### src/rtl/lru_way_tracker_pkg.sv
// Shared types and sizing helpers for the LRU way tracker (package lru_pkg).
package lru_pkg;

  typedef enum logic [1:0] {IDLE, LOOKUP, UPDATE} state_t;

  function automatic int way_width(input int ways);
    return (ways > 1) ? $clog2(ways) : 1;
  endfunction

  function automatic int set_width(input int sets);
    return (sets > 1) ? $clog2(sets) : 1;
  endfunction

  // Age value carried by the least recently used way of a set.
  function automatic int age_oldest(input int ways);
    return ways - 1;
  endfunction

endpackage

### src/rtl/lru_way_select.sv
// Combinational per-set resolver: hit detection and victim choice
// (lowest invalid way, else the way holding the oldest age).
module lru_way_select
  import lru_pkg::*;
#(
  parameter int WAYS      = 8,
  parameter int TAG_WIDTH = 8,
  parameter int WAY_WIDTH = way_width(WAYS)
) (
  input  logic [WAYS-1:0][TAG_WIDTH-1:0] tags,
  input  logic [WAYS-1:0]                valids,
  input  logic [WAYS-1:0][WAY_WIDTH-1:0] ages,
  input  logic [TAG_WIDTH-1:0]           req_tag,
  output logic                           hit,
  output logic [WAY_WIDTH-1:0]           hit_way,
  output logic [WAY_WIDTH-1:0]           victim_way,
  output logic [WAY_WIDTH-1:0]           victim_age
);

  localparam logic [WAY_WIDTH-1:0] AGE_OLDEST = WAY_WIDTH'(age_oldest(WAYS));

  logic [WAYS-1:0]      match;
  logic                 found_inv;
  logic [WAY_WIDTH-1:0] inv_way;
  logic [WAY_WIDTH-1:0] old_way;

  for (genvar w = 0; w < WAYS; w++) begin : g_match
    assign match[w] = valids[w] && (tags[w] == req_tag);
  end

  // Scan high to low so the lowest index wins every priority.
  always_comb begin
    hit       = 1'b0;
    hit_way   = '0;
    found_inv = 1'b0;
    inv_way   = '0;
    old_way   = '0;
    for (int w = WAYS - 1; w >= 0; w--) begin
      if (match[w]) begin
        hit     = 1'b1;
        hit_way = WAY_WIDTH'(w);
      end
      if (!valids[w]) begin
        found_inv = 1'b1;
        inv_way   = WAY_WIDTH'(w);
      end
      if (ages[w] == AGE_OLDEST) old_way = WAY_WIDTH'(w);
    end
    victim_way = found_inv ? inv_way : old_way;
    victim_age = ages[victim_way];
  end

endmodule

### src/rtl/lru_way_tracker.sv
// True-LRU replacement engine for a WAYS x SETS cache: IDLE -> LOOKUP -> UPDATE.
// Optional hit/miss/evict counters under `LRU_WAY_TRACKER_STATS_EN.
module lru_way_tracker
  import lru_pkg::*;
#(
  parameter  int WAYS      = 8,
  parameter  int SETS      = 16,
  parameter  int TAG_WIDTH = 8,
  localparam int WAY_WIDTH = way_width(WAYS),
  localparam int SET_WIDTH = set_width(SETS)
) (
  input  logic                 clk,
  input  logic                 rst,
  input  logic                 req_valid,
  output logic                 req_ready,
  input  logic [SET_WIDTH-1:0] req_set,
  input  logic [TAG_WIDTH-1:0] req_tag,
  input  logic                 req_write,
  output logic                 resp_valid,
  output logic                 resp_hit,
  output logic [WAY_WIDTH-1:0] resp_way,
  output logic                 resp_evict,
  output logic [TAG_WIDTH-1:0] resp_evict_tag
`ifdef LRU_WAY_TRACKER_STATS_EN
  ,
  output logic [15:0]          stat_hits,
  output logic [15:0]          stat_misses,
  output logic [15:0]          stat_evicts
`endif
);

  state_t state, next_state;

  logic [SETS-1:0][WAYS-1:0][TAG_WIDTH-1:0] tag_arr;
  logic [SETS-1:0][WAYS-1:0]                valid_arr;
  logic [SETS-1:0][WAYS-1:0]                dirty_arr;
  logic [SETS-1:0][WAYS-1:0][WAY_WIDTH-1:0] age_arr;

  logic [SET_WIDTH-1:0] set_q;
  logic [TAG_WIDTH-1:0] tag_q;
  logic                 write_q;

  logic                 hit_q, vvalid_q, vdirty_q;
  logic [WAY_WIDTH-1:0] way_q, old_age_q;
  logic [TAG_WIDTH-1:0] vtag_q;

  logic                 sel_hit;
  logic [WAY_WIDTH-1:0] sel_hit_way, sel_victim_way, sel_victim_age;
  logic [WAY_WIDTH-1:0] target_way, target_age;
  logic                 evict;

  lru_way_select #(
    .WAYS(WAYS), .TAG_WIDTH(TAG_WIDTH), .WAY_WIDTH(WAY_WIDTH)
  ) u_sel (
    .tags      (tag_arr[set_q]),
    .valids    (valid_arr[set_q]),
    .ages      (age_arr[set_q]),
    .req_tag   (tag_q),
    .hit       (sel_hit),
    .hit_way   (sel_hit_way),
    .victim_way(sel_victim_way),
    .victim_age(sel_victim_age)
  );

  assign target_way = sel_hit ? sel_hit_way : sel_victim_way;
  assign target_age = sel_hit ? age_arr[set_q][sel_hit_way] : sel_victim_age;
  assign evict      = !hit_q && vvalid_q && vdirty_q;
  assign req_ready  = (state == IDLE);

  always_comb begin
    next_state = state;
    case (state)
      IDLE:    if (req_valid) next_state = LOOKUP;
      LOOKUP:  next_state = UPDATE;
      UPDATE:  next_state = IDLE;
      default: next_state = IDLE;
    endcase
  end

  always_ff @(posedge clk or posedge rst) begin
    if (rst) begin
      state          <= IDLE;
      set_q          <= '0;
      tag_q          <= '0;
      write_q        <= 1'b0;
      hit_q          <= 1'b0;
      way_q          <= '0;
      old_age_q      <= '0;
      vtag_q         <= '0;
      vvalid_q       <= 1'b0;
      vdirty_q       <= 1'b0;
      resp_valid     <= 1'b0;
      resp_hit       <= 1'b0;
      resp_way       <= '0;
      resp_evict     <= 1'b0;
      resp_evict_tag <= '0;
      tag_arr        <= '0;
      valid_arr      <= '0;
      dirty_arr      <= '0;
      for (int s = 0; s < SETS; s++)
        for (int w = 0; w < WAYS; w++)
          age_arr[s][w] <= WAY_WIDTH'(w);
    end else begin
      state      <= next_state;
      resp_valid <= 1'b0;
      if (state == IDLE && req_valid) begin
        set_q   <= req_set;
        tag_q   <= req_tag;
        write_q <= req_write;
      end
      if (state == LOOKUP) begin
        hit_q     <= sel_hit;
        way_q     <= target_way;
        old_age_q <= target_age;
        vtag_q    <= tag_arr[set_q][sel_victim_way];
        vvalid_q  <= valid_arr[set_q][sel_victim_way];
        vdirty_q  <= dirty_arr[set_q][sel_victim_way];
      end
      if (state == UPDATE) begin
        resp_valid     <= 1'b1;
        resp_hit       <= hit_q;
        resp_way       <= way_q;
        resp_evict     <= evict;
        resp_evict_tag <= (!hit_q && vvalid_q) ? vtag_q : '0;
        // Only ways younger than the target age; ages stay a permutation.
        for (int w = 0; w < WAYS; w++) begin
          if (WAY_WIDTH'(w) == way_q)
            age_arr[set_q][w] <= '0;
          else if (age_arr[set_q][w] < old_age_q)
            age_arr[set_q][w] <= age_arr[set_q][w] + 1'b1;
        end
        if (hit_q) begin
          dirty_arr[set_q][way_q] <= dirty_arr[set_q][way_q] | write_q;
        end else begin
          tag_arr[set_q][way_q]   <= tag_q;
          valid_arr[set_q][way_q] <= 1'b1;
          dirty_arr[set_q][way_q] <= write_q;
        end
      end
    end
  end

`ifdef LRU_WAY_TRACKER_STATS_EN
  always_ff @(posedge clk or posedge rst) begin
    if (rst) begin
      stat_hits   <= '0;
      stat_misses <= '0;
      stat_evicts <= '0;
    end else if (state == UPDATE) begin
      if (hit_q && stat_hits != '1)    stat_hits   <= stat_hits + 16'd1;
      if (!hit_q && stat_misses != '1) stat_misses <= stat_misses + 16'd1;
      if (evict && stat_evicts != '1)  stat_evicts <= stat_evicts + 16'd1;
    end
  end
`endif

endmodule

### config.mk
export PLATFORM = sky130hd
export DESIGN_NAME = lru_way_tracker
export DESIGN_NICKNAME = d
export VERILOG_FILES = /design/src/rtl/lru_way_tracker_pkg.sv /design/src/rtl/lru_way_select.sv /design/src/rtl/lru_way_tracker.sv
export SDC_FILE = /design/constraint.sdc
export NUM_CORES = 2
export LEC_CHECK = 0
export BUFFER_PORTS_ARGS = -buffer_cell sky130_fd_sc_hd__buf_4
export CAP_MARGIN = 10
export CORE_ASPECT_RATIO = 0.8
export CORE_MARGIN = 2
export CORE_UTILIZATION = 38
export DETAILED_ROUTE_END_ITERATION = 6
export HOLD_SLACK_MARGIN = 0.05
export MAX_ROUTING_LAYER = met4
export PLACE_DENSITY = 0.49
export SYNTH_ARGS = -nofsm -noshare
export SYNTH_HDL_FRONTEND = slang
export SYNTH_SLANG_ARGS = --single-unit
export TNS_END_PERCENT = 20
### constraint.sdc
create_clock -name clk -period 179.6 [get_ports clk]
set_input_delay 35.92 -clock clk [delete_from_list [all_inputs] [get_ports clk]]
set_output_delay 35.92 -clock clk [all_outputs]
set_load 0.02 [all_outputs]
==> qor.csv <==
stage,metric,value,unit
outcome,outcome,"finished, final reports clean",
synthesis,ys_ff_latch,1710,
power,p_per_area,12.91,nW/um^2
setup_path,startpoint_type,input pin,
die,fp.dieW,519.2,um
timing,holdWs,0.4604,ns
cts,cts_buffer_depth,3,
timing,setup_ws,140.29,ns
route,via_count,52440,
cts,cts_buffers,184,
placement,dpl.hpwl,167900,um
cts,cts_sinks,1710,
cts,cts_post_setup_buffers_inserted,0,
global_routing,grt_usage,25.45,%
setup_path,path_class,input pin to async pin,
hold_path,holdCritPathClass,flip-flop to flip-flop,
placement,pre_cts_ws,139.23,ns
route,drc,0,
cts,cts_hold_buf,0,
die,row_count,151,
setup_path,worstRegToRegCells,17,
global_routing,grt_pass1_wl,391700,um
setup_path,reg2reg_slack,171.71,ns
placement,place_inst,8630,
global_routing,grt_pass1_vias,52870,
placement,placement.io_buffers,30,
hold_path,holdPathStages,1,
timing,relSlewSlack,9.307,%
finish,nets,6035,
timing,worst_pin_slew,1.355,ns
finish,fin_area,90070,um^2
route,drtIter0Drc,5206,
finish,fin_cells,8976,
placement,gp_congestion,0.8581,
setup_path,cp-end-kind,async pin,
cts,cts_tree,done,
synthesis,syn_area_per_cell,13.27,um^2
setup_path,r2r-start,set_q[1],
global_routing,antenna_found_initial,12,
finish,drive_gt1_share,38.20,%
run,cap_violations,0,
die,num_io_pins,31,
route,drt-total-wl,267100,um
power,cellLeakagePower,40.58,nW
setup_path,crit_arrival,40.11,ns
synthesis,ys.flop_type,dfrtp_1,
timing,rsz0062_at_grt,false,
timing,min_period,39.31,ns
cts,clock_latency,0.83,ns
setup_path,timing.rr.end,vdirty_q,
timing,tns,0,ns
power,vdd_drop_max,0.01123,mV
synthesis,ys_seq_area_share,53.33,%
hold_path,worstHoldStart,valid_arr[18],
die,start_util,38.16,%
cts,h-tree-depth,4,
cts,cts_resized,0,
synthesis,yosysUniqueCellTypes,80,
finish,fillerInstances,19620,
die,die-area,216100,um^2
synthesis,synth_edf_count,0,
route,first_pass_iters,6,
route,drt.antenna.violating_nets,0,
timing,fmax,0.02544,GHz
placement,dpl_cell_area,83860,um^2
power,p_total,1.163,mW
timing,setup_viol,0,
timing,fin_crit_sh,21.89,%
synthesis,syn_area,80680,um^2
hold_path,hold_end,valid_arr[18],
synthesis,synth_nets,6126,
die,core_area,211400,um^2
synthesis,synthCells,6078,
setup_path,critPathMaxFanout,114,
cts,clkSlewWorstSetupHoldPaths,0.06,ns
finish,fin_util,42.60,%
finish,syn_to_final_growth,11.63,%
timing,hold_viol_final,0,
route,wl_per_cell,29.76,um
cts,cts_root_buf,clkbuf_16,
route,via_per_inst,5.843,
synthesis,ys_warn_count,0,
die,dieHeight,416.1,um
synthesis,synth-async-reset-ratio,100.0,%
setup_path,crit_required,180.40,ns
global_routing,overflow,0,
timing,slew_violations,0,
timing,finalClockSkew,0.02725,ns
global_routing,grt_max_degree,177,
[report_power, final]
group	total, mW	switching (mW)	internal, mW
Clock	0.393	0.164	0.229
Combinational	0.303	0.196	0.107
Sequential	0.467	0.0332	0.434
[worst max-delay path by stage]
| stage | startpoint | to | slack, ns | cells past startpoint |
|---|---|---|---|---|
| 6_report | rst | tag_arr[88] | 140.29 | 6 |
| 5_1_grt | rst | tag_arr[667] | 139.62 | 6 |
| 4_1_cts | rst | tag_arr[216] | 140.12 | 6 |
| 3_5_place_dp | rst | tag_arr[558] | 139.23 | 6 |
| 3_3_place_gp | rst | tag_arr[619] | 139.29 | 6 |
| 2_1_floorplan | rst | age_arr[0] | 95.73 | 1 |
[worst max-delay path: stages]
cell,delay [ns]
buf_4,0.13
inv_8,0.54
buf_4,0.85
buf_4,0.75
buf_4,0.75
buf_4,0.87
[kinds of logic (layout without fill, tap and decap cells)]
family          after synthesis  after routing  synth area share [%]
simple gates               1142           1142                 6.346
fa+ha+maj                    32             32                0.4962
xor+xnor                     47             47                0.5102
buf+inv                     504            567                 2.898
flops                      1710           1710                 53.33
compound gates              974            974                 7.568
other cells                   0              5                     0
mux                        1669           1669                 28.85
[sequential cells by signal (all words and copies together), names as in the netlist, 2 cells and up]
register,cells
tag_arr,1024
age_arr,384
dirty_arr,128
valid_arr,128
resp_evict_tag,8
tag_q,8
vtag_q,8
set_q,4
old_age_q,3
resp_way,3
way_q,3
state,2
[synth_stat cells, drive strengths merged, types with 4 or more instances]
| master | instances | area share, % |
|---|---|---|
| a21oi | 172 | 1.1 |
| nor4 | 5 | 0.039 |
| ha | 32 | 0.50 |
| and3b | 5 | 0.054 |
| and4 | 4 | 0.043 |
| or3 | 10 | 0.078 |
| mux2i | 197 | 2.4 |
| nand2b | 33 | 0.26 |
| o21a | 12 | 0.12 |
| mux4 | 420 | 12 |
| and3 | 9 | 0.070 |
| a21o | 19 | 0.18 |
| o41ai | 5 | 0.064 |
| and2 | 17 | 0.13 |
| a221oi | 4 | 0.043 |
| a2111oi | 8 | 0.090 |
| nor2b | 16 | 0.12 |
| nand3 | 24 | 0.15 |
| xor2 | 9 | 0.098 |
| nor2 | 200 | 0.93 |
| o21ai | 352 | 2.2 |
| or2 | 132 | 1.0 |
| a22oi | 50 | 0.47 |
| dfrtp | 1518 | 47 |
| nand3b | 8 | 0.074 |
| mux2 | 1052 | 15 |
| clkbuf | 309 | 1.4 |
| a32o | 4 | 0.050 |
| a211o | 5 | 0.054 |
| buf | 165 | 1.3 |
| a22o | 133 | 1.4 |
| a211oi | 21 | 0.20 |
| nor3 | 55 | 0.34 |
| a21boi | 7 | 0.065 |
| inv | 28 | 0.13 |
| nand4 | 9 | 0.070 |
| a31oi | 126 | 0.98 |
| dfstp | 192 | 6.3 |
| nand2 | 596 | 2.8 |
| nor3b | 13 | 0.12 |
| o211ai | 7 | 0.065 |
| xnor2 | 38 | 0.41 |
| o22ai | 21 | 0.16 |
[area by class of cell]
cell class | count | area [um^2] | area share (%)
inverter | 30 | 130.1 | 0.1445
timing repair buffer | 197 | 1604 | 1.781
clock inverter | 57 | 730.7 | 0.8113
multi-input combinational | 3864 | 35510 | 39.43
clock buffer | 283 | 5459 | 6.061
tap | 2830 | 3541 | 3.931
sequential | 1710 | 43080 | 47.83
antenna | 5 | 12.51 | 0.01389
[per-layer routing]
metal  vias to the layer above  share of wire (%)  global-route usage (%)
met4                         0                2.6                   6.373
met1                     28280                 48                   38.01
met3                       344                6.8                   4.932
met5                         -                  0                       -
met2                      1684                 43                   35.32
li1                      22130                  -                       -
[placed cells by master, fill, tap and decap left out, types with 19 or more instances in the layout]
cell type	Yosys	routed
nand2_1	596	596
a22o_1	133	133
a21o_1	19	19
nor2_1	200	192
dfstp_2	192	192
a211oi_1	20	20
o21ai_0	352	351
nor3_2	0	20
o22ai_1	21	21
ha_1	32	32
xnor2_1	38	38
dfrtp_1	1518	1506
nor3_1	55	35
nand3_1	24	23
clkbuf_8	0	44
clkbuf_16	0	186
a31oi_1	126	126
inv_1	24	23
clkbuf_1	309	53
clkinv_2	0	23
mux2_2	1051	1051
or2_2	131	131
mux2i_1	197	197
a22oi_1	50	50
buf_4	42	187
nand2b_1	33	31
mux4_2	420	420
a21oi_1	172	171
Note: power is estimated with default switching activity, not from simulation.
